**config.mk**
```make
export PLATFORM = sky130hd
export DESIGN_NAME = demux2_8_registrado
export DESIGN_NICKNAME = d
export VERILOG_FILES = /design/src/rtl/demux2_8_registrado_pkg.sv /design/src/rtl/demux2_8_registrado_canal_saida_8.sv /design/src/rtl/demux2_8_registrado.sv
export SDC_FILE = /design/constraint.sdc
export NUM_CORES = 1
export LEC_CHECK = 0
export ABC_CLOCK_PERIOD_IN_PS = 1620
export CORE_UTILIZATION = 45
export CTS_BUF_LIST = sky130_fd_sc_hd__clkbuf_16
export CTS_CLUSTER_DIAMETER = 50
export CTS_CLUSTER_SIZE = 10
export DETAILED_ROUTE_END_ITERATION = 7
export DONT_BUFFER_PORTS = 1
export SLEW_MARGIN = 20
export SYNTH_ARGS = -nofsm -noshare
export SYNTH_HDL_FRONTEND = slang
export SYNTH_SLANG_ARGS = --single-unit
```
**constraint.sdc**
```tcl
create_clock -name Clock -period 1.62 [get_ports Clock]
set_input_delay 0.324 -clock Clock [delete_from_list [all_inputs] [get_ports Clock]]
set_output_delay 0.324 -clock Clock [all_outputs]
set_load 0.02 [all_outputs]
```
**src/rtl/demux2_8_registrado_pkg.sv**
```systemverilog
// -----------------------------------------------------------------------------
// demux2_8_registrado_pkg
// Shared definitions for the write-back datapath steering blocks.
//   LARGURA_PADRAO      : default data word width (also used by the 2:1 mux)
//   LARGURA_CONT_PADRAO : default width of the per-channel transfer counters
//   canal_e             : destination-select encoding (CANAL0 / CANAL1)
// -----------------------------------------------------------------------------
package demux2_8_registrado_pkg;

    localparam int LARGURA_PADRAO      = 8;
    localparam int LARGURA_CONT_PADRAO = 8;

    typedef enum logic {
        CANAL0 = 1'b0,
        CANAL1 = 1'b1
    } canal_e;

endpackage

```
**src/rtl/demux2_8_registrado_canal_saida_8.sv**
```systemverilog
// -----------------------------------------------------------------------------
// canal_saida_8
// One output channel of the registered demux: a 1-entry data register with a
// valid/ready handshake and a wrapping count of accepted words.
// Ports:
//   clock, reset : system clock, synchronous active-high reset
//   carga        : load dado_in this edge (already qualified by the handshake)
//   dado_in      : word to load
//   pronto       : consumer accepts the held word this cycle
//   dado         : held word (kept after delivery)
//   valido       : dado holds an undelivered word
//   contagem     : number of words loaded since reset (wraps silently)
//   livre        : channel can take a new word this cycle (empty or draining)
// -----------------------------------------------------------------------------
module canal_saida_8
    import demux2_8_registrado_pkg::*;
#(
    parameter int LARGURA      = LARGURA_PADRAO,
    parameter int LARGURA_CONT = LARGURA_CONT_PADRAO
) (
    input  logic                    clock,
    input  logic                    reset,
    input  logic                    carga,
    input  logic [LARGURA-1:0]      dado_in,
    input  logic                    pronto,
    output logic [LARGURA-1:0]      dado,
    output logic                    valido,
    output logic [LARGURA_CONT-1:0] contagem,
    output logic                    livre
);

    logic [LARGURA-1:0]      dado_q,     dado_d;
    logic                    valido_q,   valido_d;
    logic [LARGURA_CONT-1:0] contagem_q, contagem_d;

    always_comb begin
        // NOTE: every signal gets its hold value first so no path leaves it
        // unassigned; that is what keeps this block from inferring latches.
        dado_d     = dado_q;
        valido_d   = valido_q;
        contagem_d = contagem_q;

        // A load wins over a drain: when both happen at the same edge the
        // new word replaces the delivered one and valid stays high.
        if (carga) begin
            dado_d     = dado_in;
            valido_d   = 1'b1;
            contagem_d = contagem_q + 1'b1;
        end else if (valido_q && pronto) begin
            valido_d   = 1'b0;
        end
    end

    always_ff @(posedge clock) begin
        // NOTE: state is updated with non-blocking assignments so every flop
        // samples the values from before this edge, independent of order.
        if (reset) begin
            // NOTE: the data register is reset as well; it is a single
            // visible register rather than a storage array, and its reset
            // value of zero is observable on the output.
            dado_q     <= '0;
            valido_q   <= 1'b0;
            contagem_q <= '0;
        end else begin
            dado_q     <= dado_d;
            valido_q   <= valido_d;
            contagem_q <= contagem_d;
        end
    end

    assign dado     = dado_q;
    assign valido   = valido_q;
    assign contagem = contagem_q;
    assign livre    = !valido_q || pronto;

endmodule

```
**src/rtl/demux2_8_registrado.sv**
```systemverilog
// -----------------------------------------------------------------------------
// demux2_8_registrado
// Steers one source word to one of two registered output channels, selected
// by Controle. Each channel has its own valid/ready handshake and counter.
// Ports:
//   Clock, Reset        : system clock, synchronous active-high reset
//   Entrada             : source word
//   EntradaValida       : source presents a word
//   Controle            : 0 -> channel 0, 1 -> channel 1
//   EntradaPronta       : selected channel can take the word this cycle
//   Saida0/1            : channel data registers
//   Valida0/1           : channel holds an undelivered word
//   Pronta0/1           : channel consumer accepts the held word
//   Contagem0/1         : words accepted into each channel
// -----------------------------------------------------------------------------
module demux2_8_registrado
    import demux2_8_registrado_pkg::*;
#(
    parameter int LARGURA      = LARGURA_PADRAO,
    parameter int LARGURA_CONT = LARGURA_CONT_PADRAO
) (
    input  logic                    Clock,
    input  logic                    Reset,
    input  logic [LARGURA-1:0]      Entrada,
    input  logic                    EntradaValida,
    input  logic                    Controle,
    output logic                    EntradaPronta,
    output logic [LARGURA-1:0]      Saida0,
    output logic                    Valida0,
    input  logic                    Pronta0,
    output logic [LARGURA-1:0]      Saida1,
    output logic                    Valida1,
    input  logic                    Pronta1,
    output logic [LARGURA_CONT-1:0] Contagem0,
    output logic [LARGURA_CONT-1:0] Contagem1
);

    canal_e canal;
    logic   livre0, livre1;
    logic   aceita;
    logic   carga0, carga1;

    assign canal = canal_e'(Controle);

    // Only the selected channel can stall the source; the other one is
    // never looked at.
    assign EntradaPronta = !Reset && ((canal == CANAL1) ? livre1 : livre0);
    assign aceita        = EntradaValida && EntradaPronta;
    assign carga0        = aceita && (canal == CANAL0);
    assign carga1        = aceita && (canal == CANAL1);

    canal_saida_8 #(
        .LARGURA      (LARGURA),
        .LARGURA_CONT (LARGURA_CONT)
    ) u_canal0 (
        .clock    (Clock),
        .reset    (Reset),
        .carga    (carga0),
        .dado_in  (Entrada),
        .pronto   (Pronta0),
        .dado     (Saida0),
        .valido   (Valida0),
        .contagem (Contagem0),
        .livre    (livre0)
    );

    canal_saida_8 #(
        .LARGURA      (LARGURA),
        .LARGURA_CONT (LARGURA_CONT)
    ) u_canal1 (
        .clock    (Clock),
        .reset    (Reset),
        .carga    (carga1),
        .dado_in  (Entrada),
        .pronto   (Pronta1),
        .dado     (Saida1),
        .valido   (Valida1),
        .contagem (Contagem1),
        .livre    (livre1)
    );

endmodule
```
After elaboration in Yosys (flattened, before gate mapping):

Cells that the tools add are included.

* add/sub/neg operators: 2
* mux-type cells: 5
* bitwise gates (word level): 1
* reduce and logical (&&, ||, !) cells: 13

Operator list (number)
* 8-bit by 1-bit adder with 8-bit output (second input constant): 2
* 1-bit logical AND: 6
* 1-bit 2-to-1 mux: 5
* 2-bit nonzero test: 2
* 1-bit logical NOT: 3
* 1-bit logical OR: 2
* 1-bit NOT: 1

* register bits after elaboration: 34
* output and inout port bits: 35
* word-level logic and storage cells: 27

Logic depth before layout (Yosys ltp):

Gate-level depths: netlist of the first run.

* word-level depth: 7
* mapped depth: 6
* depth with buffers taken out: 5

Modules after synthesis:

Synthesis of the first run repeated with hierarchy kept, for this count alone.

* cells, all modules: 142
* area total of the unflattened synthesis: 1356.3 µm²

By module, submodules not included
* canal_saida_8: instances 2, cells each 68, area an instance 654.4 µm², sequential area each 340.3 µm²
* demux2_8_registrado: instances 1, cells each 6, area an instance 47.5 µm², sequential area each 0.0 µm²

Worst setup path after synthesis of the first run:

OpenSTA, ideal clock, no wires.

* kind: register to output
* start: reg u_canal1.valido_q (netlist: u_canal1.valido)
* end: out EntradaPronta
* data arrival time: 1.247 ns
* setup slack: 0.049 ns
* stages on the path, launching flop included: 4
* buffers on the path: 1
* cell sequence: dfxtp_1 > nor2b_1 > buf_2 > a211oi_1

* longest elaborated chain between the ends: 4

Ends and longest elaborated chain
* start, declared: RTL line demux2_8_registrado_canal_saida_8.sv:33 `logic valido_q, valido_d;`
* start signal, assigned: RTL line demux2_8_registrado_canal_saida_8.sv:66 `valido_q <= valido_d;`
* 1-bit logical NOT: RTL line demux2_8_registrado_canal_saida_8.sv:74 `assign livre = !valido_q || pronto;`
* 1-bit logical OR: RTL line demux2_8_registrado_canal_saida_8.sv:74
* 1-bit 2-to-1 mux: RTL line demux2_8_registrado.sv:47 `assign EntradaPronta = !Reset && ((canal == CANAL1) ? livre1 : livre0);`
* 1-bit logical AND: RTL line demux2_8_registrado.sv:47
* end, declared: RTL line demux2_8_registrado.sv:27 `output logic EntradaPronta,`

No other way between the ends.

Worst setup path after layout of the first run:

Ends and elaborated chain as after synthesis.

==> flow_metrics.tcl, run 1 <==
set metrics [dict create \
    timing.final.crit_share 0.962 \
    skew_ps 2.76 \
    crit_top_cell "buf_4" \
    tns_ps 0 \
    r2r-start "u_canal0.contagem[4]" \
    p_leak_uw 0.000631 \
    hold_depth 1 \
    yosysTopAreaCellShare 0.474 \
    viasPerCell 5.21 \
    grt_overflow_total 0 \
    cts_made_buffers 5 \
    endpoint_kind "output pin" \
    clk_latency_ps 280 \
    max-vdd-ir-drop_mv 0.640 \
    grt_pass1_wl_um 5010 \
    cp_cell_sequence "nor2b_1 -> buf_4 -> a211oi_2 -> buf_4" \
    synthCells 166 \
    grt_pass1_vias 1097 \
    reg2reg_slack_ps 280 \
    core_area_mm2 0.00303 \
    root_buffer "clkbuf_16" \
    grt_max_degree 39 \
    yosys.area.top_type "dfxtp_1" \
    power_density_mw_per_mm2 1190 \
    path_class "reg -> out" \
    drt_iter0_drc 63 \
    area_growth_pct 20.5 \
    dr.pass1.iters 4 \
    final_area_mm2 0.00173 \
    initial_core_util 0.474 \
    status "finished clean" \
    reg2reg_depth 4 \
    critPathMaxFanout 10 \
    die_h_um 58.5 \
    io_buffers 0 \
    cp_slowest_stage_delay_ps 310 \
    cts_max_level 2 \
    async_flop_share 0 \
    relSlewSlack 0.677 \
    wl_met1_um 1340 \
    yosys.cell_types.count 29 \
    wl_per_cell_um 13.9 \
    wirelength_um 3120 \
    placed_cell_area_mm2 0.00156 \
    hold_class "in -> reg" \
    hold_viol 0 \
    antenna_found_initial 0 \
    gp_congestion 0.851 \
    hpwl_um 2150 \
    slew_violations 0 \
    setup_viol 0 \
    syn_nets 182 \
    seqCellArea_um2 681 \
    dr.max_layer_used "met4" \
    die_w_um 58.5 \
    met2_length_um 1430 \
    cts_setup_buffers 0 \
    syn_area_mm2 0.00144 \
    cp.required_ps 1300 \
    ys_seq_area_frac 0.474 \
    yosysWarnings 0 \
    fillers 278 \
    synth_area_leaders "dfxtp_1 47%, nand2_1 11%, xnor2_1 7.3%, a21oi_1 7.0%, nor2_1 4.4%" \
    cts_buffer_depth 2 \
    synthFlopType "dfxtp_1" \
    synth-edff-count 0 \
    track_usage 0.199 \
    final_antenna_net_count 0 \
    min_to "u_canal0.dado[0]" \
    avgSynthCellArea_um2 8.65 \
    r2r_end "u_canal0.contagem[6]" \
    drc 0 \
    hp-start "Reset" \
    layout_commonest_cell "nand2_1" \
    multi_input_area_um2 712 \
    cts_tree "done" \
    num_antenna_cells 0 \
    max_cap_viol_count 0 \
    ys_ff_latch 34 \
    boundaryPins 49 \
    wl_met3_um 311 \
    drive_gt1_frac 0.178 \
    mostFrequentLayoutCells "41 x nand2_1, 34 x dfxtp_1, 20 x a21oi_1" \
    worst_path_max_delay_cell "dfxtp_1" \
    row_count 20 \
    critPathArrivalTime_ps 1230 \
    fin_util 0.571 \
    fin_crit_ps 1560 \
    fmax_ghz 0.641 \
    via_count 1166 \
    worstMarginPinSlew_ps 484 \
    clkSinkCount 34 \
    dieArea_mm2 0.00342 \
    rsz0062_at_grt "no" \
    cp-start-kind "flop" \
    fin_nets 195 \
    clk_pin_slew_worst_paths_ps 60 \
]
==> cell families after synthesis <==
group	synth area share
flip-flops	0.474
AO/OA/AOI/OAI	0.0784
XOR/XNOR	0.0793
buffers and inverters	0.0340
adder cells (fa/ha/maj)	0.0174
AND/OR/NAND/NOR	0.317
==> cell usage after synthesis, types with 2 or more instances <==
cell type,instances
nand2_1,41
dfxtp_1,34
a21oi_1,20
nor2_1,17
xnor2_1,12
nand3_1,6
nor4_1,6
clkbuf_1,4
buf_2,3
ha_1,2
nand4_1,2
nor2b_1,2
==> worst max-delay path, delay by kind of cell (launching register included) <==
family / cells / cell delay (ps)
AND/OR/NAND/NOR: 1 / 130
flip-flops: 1 / 310
AO/OA/AOI/OAI: 1 / 190
buffers and inverters: 2 / 340
==> metrics by stage <==
step	setup slack, ps	power (uW)	hold slack (ps)	std cells
after floorplan	49.3	980	458	166
after global placement	325	987	397	216
after detailed placement	266	990	398	216
after CTS	11.6	2070	102	224
after global routing	13.6	2120	98.5	224
final	61.0	2060	106	224
==> state kept, by name, summed over array words and instances (netlist names) <==
name	cells
u_canal0.contagem	8
u_canal0.dado	8
u_canal0.valido	1
u_canal1.contagem	8
u_canal1.dado	8
u_canal1.valido	1
==> layer usage <==
metal | up-vias | track usage
li1 | 577 | -
met1 | 540 | 0.229
met2 | 45 | 0.299
met3 | 4 | 0.108
met4 | 0 | 0.102
met5 | - | 0
==> worst max-delay path by stage <==
stage / end / from
2_1_floorplan: EntradaPronta / u_canal1.valido
3_3_place_gp: EntradaPronta / u_canal1.valido
3_5_place_dp: u_canal0.contagem[6] / u_canal0.contagem[4]
4_1_cts: EntradaPronta / u_canal1.valido
5_1_grt: EntradaPronta / u_canal1.valido
6_report: EntradaPronta / u_canal1.valido
==> area by class of cell <==
cell class	instances	share of cell area
clock buffer	5	0.0723
clock inverter	3	0.0260
multi-input combinational	123	0.411
sequential	34	0.393
tap	44	0.0318
timing repair buffer	15	0.0651
==> power breakdown <==
group	total [uW]	switching (uW)	internal, uW
logic	87.5	48.2	39.2
registers	884	28.8	856
clock network	1090	363	724
==> timing repair <==
| action | CTS | global route |
|---|---|---|
| gates resized for setup | 1 | 0 |
| cloned | 0 | 0 |
| pin swaps | 0 | 1 |
| endpoints found under the setup margin | 1 | 1 |
| hold buffers | 0 | 0 |
Power figures use the tool's default switching activity.
==> run 2, diff against run 1 <==
--- a/config.mk
+++ b/config.mk
@@ -6,7 +6,7 @@
 export NUM_CORES = 1
 export LEC_CHECK = 0
 export ABC_CLOCK_PERIOD_IN_PS = 1620
-export CORE_UTILIZATION = 45
+export CORE_UTILIZATION = 37
 export CTS_BUF_LIST = sky130_fd_sc_hd__clkbuf_16
 export CTS_CLUSTER_DIAMETER = 50
 export CTS_CLUSTER_SIZE = 10
==> run 2 against run 1 <==
Register-to-register slack got worse by 130 ps. Wire length grew 3.0%. Clock power shrank 20%. Combinational power increased by 0.6%. Clock skew is 0.69 ps higher. Power is 10% lower. Largest power group is now registers.
==> flow_metrics.tcl, run 2 (same netlist as run 1, synthesis figures left out) <==
set metrics [dict create \
    critPathArrivalTime_ps 1180 \
    hpwl_um 2330 \
    layout_commonest_cell "nand2_1" \
    fin_crit_ps 1510 \
    hold_class "in -> reg" \
    grt_pass1_vias 1173 \
    fmax_ghz 0.664 \
    viasPerCell 5.09 \
    clk_latency_ps 270 \
    endpoint_kind "output pin" \
    antenna_found_initial 0 \
    mostFrequentLayoutCells "41 x nand2_1, 33 x dfxtp_1, 20 x a21oi_1" \
    cts_made_buffers 5 \
    critPathMaxFanout 3 \
    dieArea_mm2 0.00414 \
    cts_buffer_depth 2 \
    track_usage 0.170 \
    power_density_mw_per_mm2 1070 \
    drt_iter0_drc 48 \
    max_cap_viol_count 0 \
    wl_per_cell_um 14.0 \
    skew_ps 3.45 \
    cp-start-kind "flop" \
    relSlewSlack 0.481 \
    setup_viol 0 \
    p_leak_uw 0.000638 \
    path_class "reg -> out" \
    num_antenna_cells 0 \
    grt_overflow_total 0 \
    gp_congestion 0.848 \
    io_buffers 0 \
    clk_pin_slew_worst_paths_ps 50 \
    clkSinkCount 34 \
    boundaryPins 49 \
    setup_ws_ps 115 \
    cts_tree "done" \
    final_antenna_net_count 0 \
    initial_core_util 0.389 \
    drc 0 \
    status "finished clean" \
    dr.pass1.iters 4 \
    hold_viol 0 \
    slew_violations 0 \
    grt_pass1_wl_um 5240 \
    worstMarginPinSlew_ps 776 \
    max-vdd-ir-drop_mv 0.659 \
    via_count 1171 \
    timing.final.crit_share 0.929 \
    row_count 22 \
    grt_max_degree 39 \
    wirelength_um 3220 \
    core_area_mm2 0.00369 \
    drive_gt1_frac 0.187 \
    tns_ps 0 \
    area_growth_pct 19.9 \
    cp.required_ps 1300 \
    pre_cts_ws_ps 119 \
    rsz0062_at_grt "no" \
    die_w_um 64.3 \
    fin_nets 197 \
    die_h_um 64.3 \
    cts_max_level 2 \
    root_buffer "clkbuf_16" \
]
## run 2: cell count changes in the layout (fill, tap and decap cells not counted)
cell / change
nor2b_2: +1
clkinv_1: +1
bufinv_16: -1
dfxtp_2: +1
inv_1: +1
clkinv_2: +1
nor2b_1: -1
dfxtp_1: -1
clkinvlp_4: -2
buf_4: +2
## run 2: path summary, 6_finish.rpt
path                                           start  cells past startpoint                    to  slack [ps]
worst min register to register  u_canal0.contagem[1]                      2  u_canal0.contagem[1]         470
worst max register to register       u_canal1.valido                      4      u_canal1.dado[5]         150
worst max-delay path                 u_canal0.valido                      4         EntradaPronta         110
worst min-delay path                           Reset                      1  u_canal0.contagem[6]         120
## run 2: cell type report
| class | count | area [um2] |
|---|---|---|
| multi-input cells | 123 | 714 |
| clock buffers | 5 | 125 |
| repair buffers | 17 | 128 |
| flip-flops and latches | 34 | 682 |
| clock inverters | 3 | 12.5 |
| well taps | 48 | 60.1 |
| fillers | 379 | 1970 |
## run 2: per-stage QoR
step / utilization / hold slack (ps) / cell area [um2] / total power (uW) / cells
after detailed placement: 0.425 / 399 / 1570 / 989 / 221
final: 0.467 / 118 / 1720 / 1840 / 230
after floorplan: - / 458 / 1440 / 980 / 166
after CTS: 0.465 / 110 / 1710 / 1860 / 230
after global routing: 0.467 / 107 / 1720 / 1920 / 230
after global placement: 0.425 / 398 / 1570 / 985 / 221
## run 2: power by group
group / internal [uW] / switching, uW / leakage, uW
Combinational: 37.8 / 50.2 / 0.000290
Sequential: 857 / 29.5 / 0.000276
Clock: 554 / 315 / 0.0000724
Total: 1450 / 395 / 0.000638
## run 2: worst max-delay path, cell delays in order, from the launching register on
cell	delay, ps
dfxtp_2	360
nand2b_1	110
nor2_1	60
a211oi_2	210
buf_4	180
## run 2: timing repair
item	CTS	global route
setup endpoints to repair	1	1
resized for setup	1	2
hold buffers	0	0
gates cloned	0	0
buffers inserted	1	0
## run 2: routing by layer
layer	wire, um	global-route usage
met5	0	0
met1	1310	0.179
met2	1580	0.278
met3	266	0.0964
met4	60	0.0694
==> run 3, diff against run 2 <==
--- a/config.mk
+++ b/config.mk
@@ -15,4 +15,5 @@
 export SLEW_MARGIN = 20
 export SYNTH_ARGS = -nofsm -noshare
 export SYNTH_HDL_FRONTEND = slang
+export SYNTH_HIERARCHICAL = 1
 export SYNTH_SLANG_ARGS = --single-unit
==> run 3 against run 2 <==
Clock-buffer cell count did not move. Critical path depth rose by 2. Non-clock buffer count did not move. Global-route usage fell by 1.6 points. Hold slack improved by 0.85 ps. Setup slack got worse by 5.9 ps.
==> flow_metrics.tcl, run 3 <==
set metrics [dict create \
    power_uw 1840 \
    cts_hold_buffers 0 \
    multi_input_area_um2 633 \
    yosys.cell_types.count 20 \
    gp_congestion 0.767 \
    tns_ps 0 \
    cts_setup_buffers 0 \
    area_growth_pct 21.2 \
    critPathMaxFanout 5 \
    async_flop_share 0 \
    cts_tree "done" \
    grt_max_degree 37 \
    clk_latency_ps 270 \
    fin_crit_ps 1510 \
    grt_pass1_vias 1080 \
    status "finished clean" \
    synthFlopType "dfxtp_1" \
    mostFrequentLayoutCells "34 x dfxtp_1, 26 x nor2_1, 18 x mux2i_1" \
    cts_buffer_depth 2 \
    endpoint_kind "flop" \
    via_count 1030 \
    dp_cells 197 \
    synth_area_leaders "dfxtp_1 50%, mux2i_1 13%, nor2_1 7.7%, xor2_1 3.9%, nand4_1 3.7%" \
    drive_gt1_frac 0.176 \
    yosys.area.top_type "dfxtp_1" \
    avgSynthCellArea_um2 9.55 \
    p_leak_uw 0.000624 \
    fin_cells 205 \
    hold_class "in -> reg" \
    cp.required_ps 1820 \
    pre_cts_ws_ps -15.6 \
    syn_area_mm2 0.00136 \
    synth-edff-count 0 \
    hpwl_um 1980 \
    io_buffers 0 \
    initial_core_util 0.397 \
    num_antenna_cells 0 \
    yosysWarnings 6 \
    timing.final.crit_share 0.933 \
    drt_iter0_drc 50 \
    hold_viol 0 \
    cts_made_buffers 5 \
    grt_pass1_wl_um 4760 \
    final_antenna_net_count 0 \
    wirelength_um 2730 \
    worst_path_max_delay_cell "or4_1" \
    max_cap_viol_count 0 \
    layout_commonest_cell "dfxtp_1" \
    fin_util 0.481 \
    antenna_found_initial 0 \
    ys_ff_latch 34 \
    drc 0 \
    clkSinkCount 34 \
    synthCells 142 \
    max-vdd-ir-drop_mv 0.564 \
    boundaryPins 49 \
    yosysTopAreaCellShare 0.502 \
    fillers 347 \
    syn_nets 158 \
    track_usage 0.154 \
    synth_top_cells_by_count "34 x dfxtp_1, 28 x nor2_1, 18 x mux2i_1" \
    dieArea_mm2 0.00391 \
    grt_overflow_total 0 \
    root_buffer "clkbuf_16" \
    row_count 21 \
    die_w_um 62.5 \
    cp_cell_sequence "nand2b_1 -> nand2b_4 -> nor2_2 -> nand2_1 -> or4_1 -> a21oi_1" \
    skew_ps 1.27 \
    clk_pin_slew_worst_paths_ps 50 \
    path_class "reg -> reg" \
    power_density_mw_per_mm2 1120 \
    setup_ws_ps 109 \
    core_area_mm2 0.00342 \
    cp_slowest_stage_delay_ps 500 \
    ys_seq_area_frac 0.502 \
    seqCellArea_um2 681 \
    worstMarginPinSlew_ps 294 \
    dr.pass1.iters 4 \
    critPathArrivalTime_ps 1710 \
    fin_nets 174 \
    wl_per_cell_um 13.3 \
    fmax_ghz 0.662 \
    synth.most_common_cell "dfxtp_1" \
    die_h_um 62.5 \
    cts_max_level 2 \
    relSlewSlack 0.804 \
    setup_viol 0 \
    cp-start-kind "flop" \
    slew_violations 0 \
    viasPerCell 5.02 \
]
## run 3: final cells by class
type | instances | share of cell area
inverter | 2 | 0.00457
clock inverter | 3 | 0.00761
timing repair buffer | 17 | 0.0776
tap | 46 | 0.0350
sequential | 34 | 0.414
clock buffer | 5 | 0.0761
multi-input combinational | 98 | 0.385
## run 3: worst paths after layout
kind                                            from                    to  slack, ps  depth (start not counted)
worst min register to register  u_canal0/contagem[1]  u_canal0/contagem[1]        520                          2
worst min-delay path                           Reset  u_canal1/contagem[7]        120                          1
worst max-delay path                 u_canal0/valido  u_canal0/contagem[7]        110                          6
worst max register to register       u_canal0/valido  u_canal0/contagem[7]        110                          6
## run 3: per-layer routing
| metal | wire [um] | vias to the layer above | GRT usage |
|---|---|---|---|
| met4 | 44 | 0 | 0.0785 |
| met2 | 1290 | 40 | 0.260 |
| li1 | - | 512 | - |
| met1 | 1140 | 473 | 0.166 |
| met3 | 254 | 5 | 0.0620 |
| met5 | 0 | - | 0 |
## run 3: per-stage QoR
| step | cell area, um2 | hold WS [ps] |
|---|---|---|
| after global placement | 1500 | 397 |
| after detailed placement | 1500 | 399 |
| after CTS | 1640 | 112 |
| after global routing | 1640 | 106 |
| final | 1640 | 118 |
| after floorplan | 1360 | 471 |
## run 3: cell families after synthesis
logic type	after synthesis	share of synthesized area
DFF	34	0.502
adders and majority gates	2	0.0184
buffers and inverters	10	0.0351
xor gates and xnor gates	8	0.0517
and+or+nand+nor	55	0.198
muxes	18	0.133
AOI/OAI and AO/OA	15	0.0618
## run 3: worst max-delay path: cells and delay by family (launching register included)
family / cells / cell delay [ps]
AO/OA/AOI/OAI: 1 / 140
AND/OR/NAND/NOR: 5 / 990
flip-flops: 1 / 300
## run 3: report_power, final
part | internal, uW | switching, uW
clock | 554 | 313
combinational | 42.9 | 46.8
sequential | 857 | 29.6
total | 1450 | 389
## run 3: what timing repair did
item	CTS	global route
endpoints found under the setup margin	0	11
gates resized for setup	0	2
hold endpoints to repair	0	0
